[src/rtl/pim_decoder_pkg.sv]
`default_nettype none
// +----------------------------------------------------------------------------+
// | pim_pkg                                                                    |
// | Shared mode encodings, lane-count default and decoder state type.          |
// | Rev 1.0 - initial release                                                  |
// +----------------------------------------------------------------------------+
package pim_pkg;

    localparam int         NUM_LANES_DEFAULT = 4;
    localparam logic [2:0] PIM_PARALLEL      = 3'b101;
    localparam logic [2:0] PIM_RBR           = 3'b110;

    typedef enum logic [1:0] {
        ST_IDLE  = 2'd0,
        ST_BEAT0 = 2'd1,
        ST_BEAT1 = 2'd2
    } pim_state_e;

    function automatic logic mode_valid(input logic [2:0] mode);
        return (mode == PIM_PARALLEL) || (mode == PIM_RBR);
    endfunction

endpackage
`default_nettype wire

[src/rtl/pim_decoder_if.sv]
`default_nettype none
// +----------------------------------------------------------------------------+
// | pim_decoder_if                                                             |
// | Input word and output beat handshakes of the PIM decoder.                  |
// | Rev 1.0 - initial release                                                  |
// +----------------------------------------------------------------------------+
interface pim_decoder_if
    import pim_pkg::*;
#(
    parameter int NUM_LANES = NUM_LANES_DEFAULT
) ();

    logic [2:0]             pim_mode_i;
    logic                   in_valid_i;
    logic                   in_ready_o;
    logic [7*NUM_LANES-1:0] code_i;
    logic                   out_valid_o;
    logic                   out_ready_i;
    logic [8*NUM_LANES-1:0] thermo_o;
    logic                   out_last_o;

    modport slave (
        input  pim_mode_i, in_valid_i, code_i, out_ready_i,
        output in_ready_o, out_valid_o, thermo_o, out_last_o
    );

    modport master (
        output pim_mode_i, in_valid_i, code_i, out_ready_i,
        input  in_ready_o, out_valid_o, thermo_o, out_last_o
    );

endinterface
`default_nettype wire

[src/rtl/pim_decoder_thermo_expand.sv]
`default_nettype none
// +----------------------------------------------------------------------------+
// | thermo_expand                                                              |
// | Combinational 0..8 count to 8-bit LSB-first thermometer code.              |
// | Rev 1.0 - initial release                                                  |
// +----------------------------------------------------------------------------+
module thermo_expand (
    input  wire logic [3:0] value_i,
    output logic      [7:0] thermo_o
);

    always_comb begin
        thermo_o = '0;
        for (int i = 0; i < 8; i++) begin
            thermo_o[i] = (value_i > 4'(i));
        end
    end

endmodule
`default_nettype wire

[src/rtl/pim_decoder.sv]
`default_nettype none
// +----------------------------------------------------------------------------+
// | pim_decoder                                                                |
// | Per-lane count to thermometer decoder, one beat (RBR) or two (PARALLEL).   |
// | Optional sticky error flag when built with PIM_DECODER_ERR_EN.             |
// | Rev 1.0 - initial release                                                  |
// +----------------------------------------------------------------------------+
module pim_decoder
    import pim_pkg::*;
#(
    parameter int NUM_LANES = NUM_LANES_DEFAULT
) (
    input  wire logic     clk_i,
    input  wire logic     rst_i,
`ifdef PIM_DECODER_ERR_EN
    input  wire logic     err_clr_i,
    output logic          err_o,
`endif
    pim_decoder_if.slave  bus
);

    logic                   mode_ok_w;
    logic                   par_w;
    logic [NUM_LANES-1:0]   sat_w;
    logic [8*NUM_LANES-1:0] th_lo_w;
    logic [8*NUM_LANES-1:0] th_hi_w;

    assign mode_ok_w = mode_valid(bus.pim_mode_i);
    assign par_w     = (bus.pim_mode_i == PIM_PARALLEL);

    // Both beats are decoded at accept time; beat 1 is parked until needed.
    for (genvar l = 0; l < NUM_LANES; l++) begin : g_lane
        logic [6:0] code_l;
        logic [4:0] vs_l;
        logic [3:0] lo_l;
        logic [3:0] hi_l;
        logic       sat_l;

        assign code_l = bus.code_i[7*l +: 7];

        always_comb begin
            sat_l = 1'b0;
            vs_l  = 5'd0;
            lo_l  = 4'd0;
            hi_l  = 4'd0;
            if (par_w) begin
                if (code_l > 7'd16) begin
                    sat_l = 1'b1;
                    vs_l  = 5'd16;
                end else begin
                    vs_l  = code_l[4:0];
                end
                if (vs_l > 5'd8) begin
                    lo_l = 4'd8;
                    hi_l = 4'(vs_l - 5'd8);
                end else begin
                    lo_l = vs_l[3:0];
                end
            end else begin
                if (code_l[3:0] > 4'd8) begin
                    sat_l = 1'b1;
                    lo_l  = 4'd8;
                end else begin
                    lo_l  = code_l[3:0];
                end
            end
        end

        assign sat_w[l] = sat_l;

        thermo_expand u_lo (
            .value_i  (lo_l),
            .thermo_o (th_lo_w[8*l +: 8])
        );

        thermo_expand u_hi (
            .value_i  (hi_l),
            .thermo_o (th_hi_w[8*l +: 8])
        );
    end

    pim_state_e             state_q;
    logic                   par_q;
    logic [8*NUM_LANES-1:0] beat1_q;
    logic [8*NUM_LANES-1:0] thermo_q;
    logic                   last_q;

    logic final_w;
    logic in_ready_w;
    logic accept_w;
    logic beat_xfer_w;

    assign final_w     = ((state_q == ST_BEAT0) && !par_q) || (state_q == ST_BEAT1);
    assign in_ready_w  = (state_q == ST_IDLE) || (final_w && bus.out_ready_i);
    assign accept_w    = bus.in_valid_i && in_ready_w;
    assign beat_xfer_w = (state_q != ST_IDLE) && bus.out_ready_i;

    always_ff @(posedge clk_i) begin
        if (rst_i) begin
            state_q  <= ST_IDLE;
            par_q    <= 1'b0;
            beat1_q  <= '0;
            thermo_q <= '0;
            last_q   <= 1'b0;
        end else begin
            if (beat_xfer_w) begin
                if ((state_q == ST_BEAT0) && par_q) begin
                    state_q  <= ST_BEAT1;
                    thermo_q <= beat1_q;
                    last_q   <= 1'b1;
                end else begin
                    state_q  <= ST_IDLE;
                    par_q    <= 1'b0;
                    beat1_q  <= '0;
                    thermo_q <= '0;
                    last_q   <= 1'b0;
                end
            end
            // A word with an invalid mode is consumed here but leaves no trace.
            if (accept_w && mode_ok_w) begin
                state_q  <= ST_BEAT0;
                par_q    <= par_w;
                beat1_q  <= th_hi_w;
                thermo_q <= th_lo_w;
                last_q   <= !par_w;
            end
        end
    end

    assign bus.in_ready_o  = in_ready_w;
    assign bus.out_valid_o = (state_q != ST_IDLE);
    assign bus.thermo_o    = thermo_q;
    assign bus.out_last_o  = last_q;

`ifdef PIM_DECODER_ERR_EN
    logic err_q;

    always_ff @(posedge clk_i) begin
        if (rst_i) begin
            err_q <= 1'b0;
        end else if (accept_w && (!mode_ok_w || (|sat_w))) begin
            err_q <= 1'b1;
        end else if (err_clr_i) begin
            err_q <= 1'b0;
        end
    end

    assign err_o = err_q;
`else
    logic unused_sat_w;
    assign unused_sat_w = ^sat_w;
`endif

endmodule
`default_nettype wire

[src/flat_wrapper.sv]
// flat-port wrapper written by rule: the top's interface ports become plain ports
module pim_decoder_flat import pim_pkg::*;
#(
    parameter int NUM_LANES = NUM_LANES_DEFAULT
)
  (clk_i, rst_i, bus_pim_mode_i, bus_in_valid_i, bus_code_i, bus_out_ready_i, bus_in_ready_o, bus_out_valid_o, bus_thermo_o, bus_out_last_o);
  pim_decoder_if #(.NUM_LANES(NUM_LANES)) bus_i ();
  input  wire logic clk_i;
  input  wire logic rst_i;
  input wire logic [$bits(bus_i.pim_mode_i)-1:0] bus_pim_mode_i;
  input wire logic [$bits(bus_i.in_valid_i)-1:0] bus_in_valid_i;
  input wire logic [$bits(bus_i.code_i)-1:0] bus_code_i;
  input wire logic [$bits(bus_i.out_ready_i)-1:0] bus_out_ready_i;
  output wire logic [$bits(bus_i.in_ready_o)-1:0] bus_in_ready_o;
  output wire logic [$bits(bus_i.out_valid_o)-1:0] bus_out_valid_o;
  output wire logic [$bits(bus_i.thermo_o)-1:0] bus_thermo_o;
  output wire logic [$bits(bus_i.out_last_o)-1:0] bus_out_last_o;
  assign bus_i.pim_mode_i = bus_pim_mode_i;
  assign bus_i.in_valid_i = bus_in_valid_i;
  assign bus_i.code_i = bus_code_i;
  assign bus_i.out_ready_i = bus_out_ready_i;
  assign bus_in_ready_o = bus_i.in_ready_o;
  assign bus_out_valid_o = bus_i.out_valid_o;
  assign bus_thermo_o = bus_i.thermo_o;
  assign bus_out_last_o = bus_i.out_last_o;
  pim_decoder #(.NUM_LANES(NUM_LANES)) u_core (.clk_i(clk_i), .rst_i(rst_i), .bus(bus_i));
endmodule
[config.mk]
export PLATFORM = sky130hd
export DESIGN_NAME = pim_decoder_flat
export DESIGN_NICKNAME = d
export VERILOG_FILES = /design/src/rtl/pim_decoder_pkg.sv /design/src/rtl/pim_decoder_if.sv /design/src/rtl/pim_decoder_thermo_expand.sv /design/src/rtl/pim_decoder.sv /design/src/flat_wrapper.sv
export SDC_FILE = /design/constraint.sdc
export NUM_CORES = 1
export LEC_CHECK = 0
export BUFFER_PORTS_ARGS = -buffer_cell sky130_fd_sc_hd__buf_4
export CORE_MARGIN = 2
export CORE_UTILIZATION = 50
export DETAILED_ROUTE_END_ITERATION = 10
export GPL_TIMING_DRIVEN = 0
export HOLD_SLACK_MARGIN = 0.05
export PLACE_DENSITY = 0.84
export SLEW_MARGIN = 20
export SYNTH_ARGS = -nofsm -noshare
export SYNTH_HDL_FRONTEND = slang
export SYNTH_SLANG_ARGS = --single-unit
[constraint.sdc]
create_clock -name clk_i -period 2.1 [get_ports clk_i]
set_input_delay 0 -clock clk_i [delete_from_list [all_inputs] [get_ports clk_i]]
set_output_delay 0 -clock clk_i [all_outputs]
set_load 0.01 [all_outputs]
Yosys cells after proc, flatten, opt, wreduce, memory -nomap -nowiden

Cells that the tools add are included.

Add/sub/neg operators: 4
$lt $le $gt $ge: 76
Eq/ne operators: 5
Mux-type cells: 41
Reduce and logical (&&, ||, !) cells: 16

Operators with widths:

| operator              | number |
|---|---|
| $gt A4 B3 Y1 const B  | 32 |
| $mux W32              | 4 |
| $mux W4               | 20 |
| $gt A4 B1 Y1 const B  | 16 |
| $gt A4 B2 Y1 const B  | 16 |
| $mux W5               | 8 |
| $gt A7 B5 Y1 const B  | 4 |
| $gt A5 B4 Y1 const B  | 4 |
| $gt A4 B4 Y1 const B  | 4 |
| $sub A4 B4 Y4 const B | 4 |
| $mux W1               | 8 |
| $eq A3 B3 Y1 const B  | 2 |
| $logic_and A1 B1 Y1   | 6 |
| $reduce_bool A2 Y1    | 2 |
| $logic_or A1 B1 Y1    | 3 |
| $eq A2 B1 Y1 const B  | 1 |
| $eq A2 B2 Y1 const B  | 1 |
| $logic_not A1 Y1      | 2 |
| $logic_not A2 Y1      | 1 |
| $mux W2               | 1 |
| $ne A2 B2 Y1 const B  | 1 |
| $reduce_and A2 Y1     | 1 |
| $reduce_or A2 Y1      | 1 |

Bits in registers: 68
Input port bits: 35
Output and inout bits: 35
Word-level logic and storage cells: 148

Longest topological paths before layout

Gate-level depths: netlist of run 1.

Depth after elaboration: 9
Depth in mapped cells: 8
Gate-level depth less buffers: 5

Hierarchy

A second synthesis of run 1 with hierarchy kept.

Cells, all modules: 457
Area total of the unflattened synthesis: 3,711.1 sq um

By module, submodules not included:

| module        | times used | cells each | area an instance (sq um) | sequential area each (sq um) |
|---|---|---|---|---|
| pim_decoder   | 1          | 385        | 3,200.6                  | 1,361.3 |
| thermo_expand | 8          | 9          | 63.8                     | 0.0 |

Worst setup path after synthesis of run 1

No wires, ideal clock.

Kind: register to register
From: register u_core.state_q[0]
To: register u_core.beat1_q[6]
Setup time: 0.070 ns
Data arrival time: 1.515 ns
Data required time: 2.030 ns
Slack: 0.515 ns
Cell stages (with the launch flop): 8
Path buffers: 2
Clock period less this slack: 1.585 ns
Cells stage by stage: dfxtp_1 -> or2_2 -> and2_1 -> a21oi_2 -> o21ba_1 -> buf_6 -> buf_4 -> o2bb2ai_1

Elaborated cells between the ends (all ways): 16
Classes of those cells: 2 x eq/ne; 3 x mux; 11 x reduce/logical

RTL lines:

| what                                | RTL line           | RTL |
|---|---|---|
| start, declared                     | pim_decoder.sv:82  | `pim_state_e state_q;` |
| start signal, assigned              | pim_decoder.sv:100 | `state_q <= ST_IDLE;` |
| start signal, assigned              | pim_decoder.sv:108 | `state_q <= ST_BEAT1;` |
| start signal, assigned              | pim_decoder.sv:112 | `state_q <= ST_IDLE;` |
| $reduce_bool A2 Y1                  | n/a                |  |
| named net bus_out_valid_o           | flat_wrapper.sv:15 | `output wire logic [$bits(bus_i.out_valid_o)-1:0] bus_out_valid_o;` |
| $logic_and A1 B1 Y1                 | pim_decoder.sv:96  | `assign beat_xfer_w = (state_q != ST_IDLE) && bus.out_ready_i;` |
| $reduce_bool A2 Y1 (no source line) | n/a                |  |
| end signal, assigned                | pim_decoder.sv:123 | `beat1_q <= th_hi_w;` |
| end, declared                       | pim_decoder.sv:84  | `logic [8*NUM_LANES-1:0] beat1_q;` |

The timed path passes the listed nets, and every way through them passes these cells. The select of a mux whose other input is x is not followed.
A chain may end at the register's enable or synchronous reset.

Worst setup path after layout of run 1

From: input port bus_code_i[27]
To: register u_core.thermo_q[26], in the netlist u_core.bus.thermo_o[26]

Word-level cells in the longest chain between the ends: 8

Ends and longest elaborated chain:

| what                 | RTL line                        | RTL |
|---|---|---|
| start, declared      | flat_wrapper.sv:12              | `input wire logic [$bits(bus_i.code_i)-1:0] bus_code_i;` |
| $gt A7 B5 Y1 *       | pim_decoder.sv:47               | `if (code_l > 7'd16) begin` |
| $mux W5 *            | pim_decoder.sv:47               |  |
| $mux W5 *            | pim_decoder.sv:46               | `if (par_w) begin` |
| $gt A5 B4 Y1         | pim_decoder.sv:53               | `if (vs_l > 5'd8) begin` |
| $mux W4 *            | pim_decoder.sv:53               |  |
| $mux W4 *            | pim_decoder.sv:46               |  |
| $gt A4 B2 Y1 *       | pim_decoder_thermo_expand.sv:15 | `thermo_o[i] = (value_i > 4'(i));` |
| $mux W32 *           | pim_decoder.sv:120              | `if (accept_w && mode_ok_w) begin` |
| end signal, assigned | pim_decoder.sv:109              | `thermo_q <= beat1_q;` |
| end signal, assigned | pim_decoder.sv:124              | `thermo_q <= th_lo_w;` |
| end, declared        | pim_decoder.sv:85               | `logic [8*NUM_LANES-1:0] thermo_q;` |

Every way passes the cells marked *; elsewhere a longest branch is shown, timed or not. The select of a mux whose other input is x is not followed.

==> impl_results.md, run 1 <==
* Die X at about 85 um
* Pre-CTS WS at 139 ps
* Area occupied by multi-input gates at between 1500 and 2000 um2
* Final-report max-slew violation count at 0
* CP Class: in -> reg
* Die area at 7190 um2
* PD cells at 779 nW/um2
* Wire per inst at ~19 um
* Top cells by count, synth: 68 x dfxtp_1, 38 x nand2_1, 35 x nor2_1, 29 x a21oi_1, 25 x o21ai_0
* Vias per inst at ~6.4
* Setup TNS at 0 ps
* Hold slack at between 60 and 70 ps
* Final setup viols at 0
* GRT overflow at 0
* Top FF cell, synth: dfxtp_1
* Register area at between 1000 and 1500 um2
* Global-route wire length before repair at between 15000 and 20000 um
* Rel. slew slack at 0.463
* Initial core utilization at 0.517
* Worst hold path stage count at 3
* # IOs at 70
* Syn nets at approximately 420
* GPL Wtd Cong at 0.945
* Dominant cell by count in the synthesized netlist: dfxtp_1
* Yosys cell types at 56
* Post-Synthesis Cells at 387
* Worst min-delay path category: in -> reg
* Clk_skew at slightly below 7 ps
* Clk sinks at between 60 and 70
* Number of fillers in the final layout at roughly 520
* Period utilization at 0.949
* Reg2reg setup slack at around 190 ps
* Maximum ir drop on the vdd rail at 0.000518 V
* DRT antenna net count at 0
* Initial antenna violation count at 0
* Drc violations at 0
* N_diodes at 0
* Clock transition at path regs at 70 ps
* Critical Path RT at around 2400 ps
* Routed WL at 10500 um
* Largest net degree at the start of global routing at 12
* Core Region at around 6300 um2
* IO Port Bufs at roughly 60
* Worst-skew pair later-pin latency at roughly 360 ps
* #FFs+latches synth at a little under 70
* Post-Syn Area per Cell at ~8.4 um2
* 1st-pass router iterations at 6
* Max-cap violations at 0
* TritonCTS clock tree: built
* Max Fclk at between 500 and 600 MHz
* Final hold vios at 0
* Synth Warn # at 0
* Critical path arrival at between 2000 and 2500 ps
* Worst setup EP type: flip-flop
* Layout area overhead at 26.9%
* Vias at between 3k and 4k
* DR iter-0 viols at between 300 and 400
* Unrepaired setup endpoints after global routing: no
* Leak at approximately 1.7 nW
* EDFF count, synth at 0
* Total CTS buffers at 9
* Ys async rst share at 0
* Cells on worst reg2reg path at 6
* Worst-margin pin slew at 799 ps
* Post-CTS setup repair buffer count at 0
* Crit-path max FO at 7
* PnR worst setup slack at around 110 ps
* Vias in the first global route at about 3.3k
* Synthesized area at about 3300 um2
* Cell taking the most area after synthesis: dfxtp_1
* Die height at roughly 85 um
* Clock Tree Root: clkbuf_8
* Htree depth at 3
* Fin crit period at around 2000 ps
* Synth area leaders: dfxtp_1 42%, a21oi_1 4.4%, nand2_1 4.4%, nor2_1 4.0%, o21ai_0 3.8%
* Nets at 504
* Max Buffers Root-to-Sink at 2
* Sequential share of the synthesized area at 0.417
* Layout cells sized above 1 at 0.207
* Yosys top cell area share at 0.417
* Detailed Place HPWL at approximately 7100 um
* Status: complete, no violations
* Startpoint types: input pin
* GRT Total Usage at 0.298
* Cell Rows at 29
-- area by class of cell --
class                      instances  area share
clock inverter                     5      0.0181
timing repair buffer              72       0.137
sequential                        68       0.329
clock buffer                      11      0.0341
buffer                            32      0.0405
multi-input combinational        285       0.417
inverter                           1    0.000907
tap                               77      0.0233
-- worst max-delay path, stage by stage --
cell	delay [ps]
dlygate4sd3_1	550
buf_4	140
nor3_1	610
nor2_1	220
nor4_4	320
a311oi_1	180
a211oi_1	240
-- path summary, 6_finish.rpt --
kind,from,endpoint
setup / recovery,bus_code_i[27],u_core.bus.thermo_o[26]$_SDFFE_PP0P_
hold / removal,bus_pim_mode_i[2],u_core.bus.out_last_o$_SDFFE_PP0P_
setup reg to reg,u_core.state_q[0]$_SDFFE_PP0P_,u_core.beat1_q[17]$_SDFFE_PP0P_
hold reg to reg,u_core.bus.thermo_o[19]$_SDFFE_PP0P_,u_core.bus.thermo_o[19]$_SDFFE_PP0P_
-- repair_timing --
item,4_1_cts,5_1_grt
resized for setup,0,2
hold buffers,11,0
hold endpoints to repair,12,0
endpoints found under the setup margin,0,5
-- registers in the layout (all words and copies together) (netlist names) --
signal                 flops
u_core.beat1_q            32
u_core.bus.thermo_o       32
u_core.state_q             2
u_core.bus.out_last_o      1
u_core.par_q               1
-- report_power, final --
part	leakage (nW)	switching [W]	internal [W]
registers	0.555	0.0000452	0.00137
clock network	0.113	0.000519	0.000695
logic	1.05	0.000335	0.000259
total	1.72	0.000899	0.00233
-- per-stage QoR --
stage | area (um2) | total power [W] | util | std cells
after CTS | 4140 | 0.00321 | 0.656 | 552
final | 4140 | 0.00322 | 0.656 | 551
after global placement | 3820 | 0.00200 | 0.604 | 525
after floorplan | 3260 | 0.00176 | - | 387
after global routing | 4140 | 0.00333 | 0.656 | 551
after detailed placement | 3820 | 0.00201 | 0.604 | 525
-- cell usage in the layout, fill, tap and decap left out, types with 3 or more instances in the layout --
master,netlist,routed
nand2_1,38,38
clkbuf_8,0,10
nor2b_1,8,8
clkinv_2,0,3
buf_2,4,4
and2_1,4,4
dfxtp_1,68,68
buf_6,4,4
a31oi_1,10,10
a211oi_1,7,7
nor2_1,35,35
a221oi_1,9,9
a21oi_1,29,29
dlygate4sd3_1,0,11
nand3_1,7,7
a21o_1,15,15
or3_1,6,6
a22o_1,9,9
clkbuf_1,20,19
buf_4,3,64
nand2b_1,6,6
o2bb2ai_1,11,11
o22ai_1,4,4
nor3_1,15,15
o31ai_1,3,3
o21ai_0,25,25
a311oi_1,6,6
-- logic make-up (layout without fill, tap and decap cells) --
group,Yosys count,after routing,share of synthesized area
simple gates,134,134,0.208
flops,68,68,0.417
compound gates,150,150,0.318
xor+xnor,1,1,0.00269
buf+inv,34,121,0.0533
-- routing by layer --
layer | vias up | share of wire | global-route usage
met1 | 1622 | 0.40 | 0.374
met5 | - | 0 | 0
met3 | 40 | 0.10 | 0.0619
met4 | 0 | 0.039 | 0.160
li1 | 1602 | - | -
met2 | 236 | 0.46 | 0.482
No activity file was read; power rests on OpenSTA's default activity.
==> run 2, diff against run 1 <==
--- a/config.mk
+++ b/config.mk
@@ -5,11 +5,10 @@
 export SDC_FILE = /design/constraint.sdc
 export NUM_CORES = 1
 export LEC_CHECK = 0
-export BUFFER_PORTS_ARGS = -buffer_cell sky130_fd_sc_hd__buf_4
+export BUFFER_PORTS_ARGS = -buffer_cell sky130_fd_sc_hd__clkbuf_2
 export CORE_MARGIN = 2
 export CORE_UTILIZATION = 50
 export DETAILED_ROUTE_END_ITERATION = 10
-export GPL_TIMING_DRIVEN = 0
 export HOLD_SLACK_MARGIN = 0.05
 export PLACE_DENSITY = 0.84
 export SLEW_MARGIN = 20
==> impl_results.md, run 2 (synthesis results as in run 1) <==
* Crit-path max FO at 11 (was 7)
* Switching Share at 0.277 (was 0.279)
* Commonest cells after routing, fill and taps aside: 69 x clkbuf_2, 68 x dfxtp_1, 38 x nand2_1, 35 x nor2_1, 29 x a21oi_1 (was 68 x dfxtp_1, 64 x buf_4, 38 x nand2_1, 35 x nor2_1, 29 x a21oi_1)
* Detailed Place HPWL at 6390 um (was 7090 um)
* Clock Tree Root: clkbuf_8 (unchanged)
* Max Buffers Root-to-Sink at 2 (unchanged)
* Setup TNS at 0 ps (unchanged)
* Cell family with most CP delay: compound AO/OA/AOI/OAI gates (was simple AND/OR/NAND/NOR gates)
* Worst Hold End: u_core.bus.thermo_o[13]$_SDFFE_PP0P_ (was u_core.bus.out_last_o$_SDFFE_PP0P_)
* Worst hold path stage count at 3 (unchanged)
* IO Port Bufs at 69 (was 61)
* Core Region at 6310 um2 (unchanged)
* GRT overflow at 0 (unchanged)
* DRT antenna net count at 0 (unchanged)
* Internal power at 0.00216 W (was 0.00233 W)
* Worst-skew pair later-pin latency at 350 ps (was 360 ps)
* Cell Rows at 29 (unchanged)
* Cells on worst reg2reg path at 5 (was 6)
* Area occupied by multi-input gates at 1730 um2 (unchanged)
* Crit path buffers/inverters at 0 (was 2)
* Global-route wire length before repair at 15200 um (was 16500 um)
* Largest net degree at the start of global routing at 26 (was 12)
* Met1 Use GR at 0.342 (was 0.374)
* DR iter-0 viols at 304 (was 349)
* Die area at 7190 um2 (unchanged)
* Clock power share at 0.348 (was 0.377)
* Clk sinks at 68 (unchanged)
* Initial core utilization at 0.517 (unchanged)
* Post-CTS setup repair buffer count at 0 (unchanged)
* Die height at 84.8 um (unchanged)
* Critical path arrival at 2160 ps (was 2260 ps)
* Hold Startpoint: bus_code_i[9] (was bus_pim_mode_i[2])
* Clk_skew at 9.13 ps (was 6.76 ps)
* Clock transition at path regs at 70 ps (about the same)
* Busiest grt layer: met2 (unchanged)
* Startpoint types: flip-flop (was input pin)
* Fin crit period at 1910 ps (was 1990 ps)
* GPL Wtd Cong at 0.909 (was 0.945)
* Wire per inst at 17.5 um (was 19.0 um)
* Worst setup EP type: flip-flop (unchanged)
* Max-cap violations at 0 (unchanged)
* Vias per inst at 6.25 (was 6.35)
* Final setup viols at 0 (unchanged)
* Drc violations at 0 (unchanged)
* Final-report max-slew violation count at 0 (unchanged)
* Slowest CP cell: a21o_1 (was nor3_1)
* Htree depth at 3 (unchanged)
* Final Instance Area at 3960 um2 (was 4140 um2)
* Nets at 497 (was 504)
* N_diodes at 0 (unchanged)
* PD cells at 756 nW/um2 (was 779 nW/um2)
* Unrepaired setup endpoints after global routing: no (unchanged)
* Worst-margin pin slew at 584 ps (was 799 ps)
* Critical Path RT at 2360 ps (was 2370 ps)
* Met2 Usage GRT at 0.424 (was 0.482)
* Period utilization at 0.909 (was 0.949)
* GRT Total Usage at 0.263 (was 0.298)
* Total CTS buffers at 9 (unchanged)
* Die X at 84.8 um (unchanged)
* Met3 Usage GRT at 0.0531 (was 0.0619)
* Most common cell after layout, fill and taps aside: clkbuf_2 (was dfxtp_1)
* # IOs at 70 (unchanged)
* R2R Path Start: u_core.state_q[1]$_SDFFE_PP0P_ (was u_core.state_q[0]$_SDFFE_PP0P_)
* Leak at 1.69 nW (was 1.72 nW)
* CP Class: reg -> reg (was in -> reg)
* Register area at 1360 um2 (unchanged)
* Vias at 3396 (was 3500)
* Routed WL at 9510 um (was 10500 um)
* 1st-pass router iterations at 6 (unchanged)
* Maximum ir drop on the vdd rail at 0.000511 V (was 0.000518 V)
* Initial antenna violation count at 0 (unchanged)
* Status: complete, no violations (unchanged)
* TritonCTS clock tree: built (unchanged)
* Sw Pwr at 0.000830 W (was 0.000899 W)
* Reg2reg setup slack at 190 ps (about the same)
* R2R Path End: u_core.bus.thermo_o[30]$_SDFFE_PP0P_ (was u_core.beat1_q[17]$_SDFFE_PP0P_)
* Max incr delay on CP at 350 ps (was 610 ps)
* Flop pwr share at 0.474 (was 0.439)
* Max Fclk at 524 MHz (was 502 MHz)
* Layout area overhead at 21.3% (was 26.9%)
* Layout cells sized above 1 at 0.230 (was 0.207)
* Final hold vios at 0 (unchanged)
* Vias in the first global route at 3165 (was 3332)
* CP most frequent cell: a21o_1
* DP Area at 3650 um2 (was 3820 um2)
* CP Cell Sequence: and4bb_1 > a21o_1 > nand2_1 > a21o_1 > a311oi_1 (was dlygate4sd3_1 > buf_4 > nor3_1 > nor2_1 > nor4_4 > a311oi_1 > a211oi_1)
* Rel. slew slack at 0.611 (was 0.463)
* Worst min-delay path category: in -> reg (unchanged)
* Number of fillers in the final layout at 583 (was 517)
* Gate power share at 0.178 (was 0.184)
## run 2: cell types whose count changed in the layout (fill, tap and decap cells not counted), moves of 2 or more
cell	delta
clkbuf_2	+68
buf_4	-48
clkbuf_1	-16
buf_2	-4
buf_6	-4
buf_1	-2
clkinv_2	-2
## run 2: worst register-to-register path: stages, from the launching register on
cell	delay, ps
dfxtp_1	340
and4bb_1	280
a21o_1	350
nand2_1	340
a21o_1	280
a311oi_1	240
## run 2: power by group through the flow
stage	combinational [W]	sequential, W	clock [W]
final	0.000533	0.00142	0.00104
after global routing	0.000576	0.00142	0.00111
after CTS	0.000524	0.00142	0.00105
after detailed placement	0.000503	0.00144	0
after global placement	0.000492	0.00144	0
after floorplan	0.000303	0.00146	0
## run 2: area by class of cell
type / instances / share of cell area
clock buffer: 13 / 0.0376
clock inverter: 2 / 0.00885
inverter: 1 / 0.000948
multi-input combinational: 285 / 0.436
sequential: 68 / 0.344
tap: 77 / 0.0243
timing repair buffer: 97 / 0.148
## run 2: worst max-delay path by stage
| stage | start | slack, ps | cells after the start | to |
|---|---|---|---|---|
| 2_1_floorplan | u_core.state_q[0]$_SDFFE_PP0P_ | 510 | 7 | u_core.beat1_q[6]$_SDFFE_PP0P_ |
| 3_3_place_gp | u_core.par_q$_SDFFE_PP0P_ | 300 | 5 | u_core.bus.thermo_o[30]$_SDFFE_PP0P_ |
| 3_5_place_dp | u_core.par_q$_SDFFE_PP0P_ | 250 | 5 | u_core.bus.thermo_o[30]$_SDFFE_PP0P_ |
| 4_1_cts | u_core.par_q$_SDFFE_PP0P_ | 230 | 5 | u_core.bus.thermo_o[30]$_SDFFE_PP0P_ |
| 5_1_grt | u_core.par_q$_SDFFE_PP0P_ | 130 | 5 | u_core.bus.thermo_o[30]$_SDFFE_PP0P_ |
| 6_report | u_core.state_q[1]$_SDFFE_PP0P_ | 190 | 5 | u_core.bus.thermo_o[30]$_SDFFE_PP0P_ |
## run 2: layer usage
metal	vias up	wire, um	share of wire
met3	29	813	0.085
met5	-	0	0
li1	1593	-	-
met2	176	4450	0.47
met1	1598	4000	0.42
met4	0	248	0.026
## run 2: repair_timing
item / CTS / global route
setup endpoints to repair: 0 / 0
gates resized for setup: 0 / 0
hold endpoints to repair: 15 / 0
hold buffers: 12 / 0
## run 2: per-stage QoR
stage	std cells	setup WS (ps)	power (W)	util	hold slack, ps
after global routing	543	134	0.00312	0.627	97.6
after CTS	543	230	0.00299	0.627	53.5
after detailed placement	516	252	0.00195	0.579	335
final	543	191	0.00299	0.627	57.7
after floorplan	387	515	0.00176	-	152
after global placement	516	296	0.00193	0.579	325
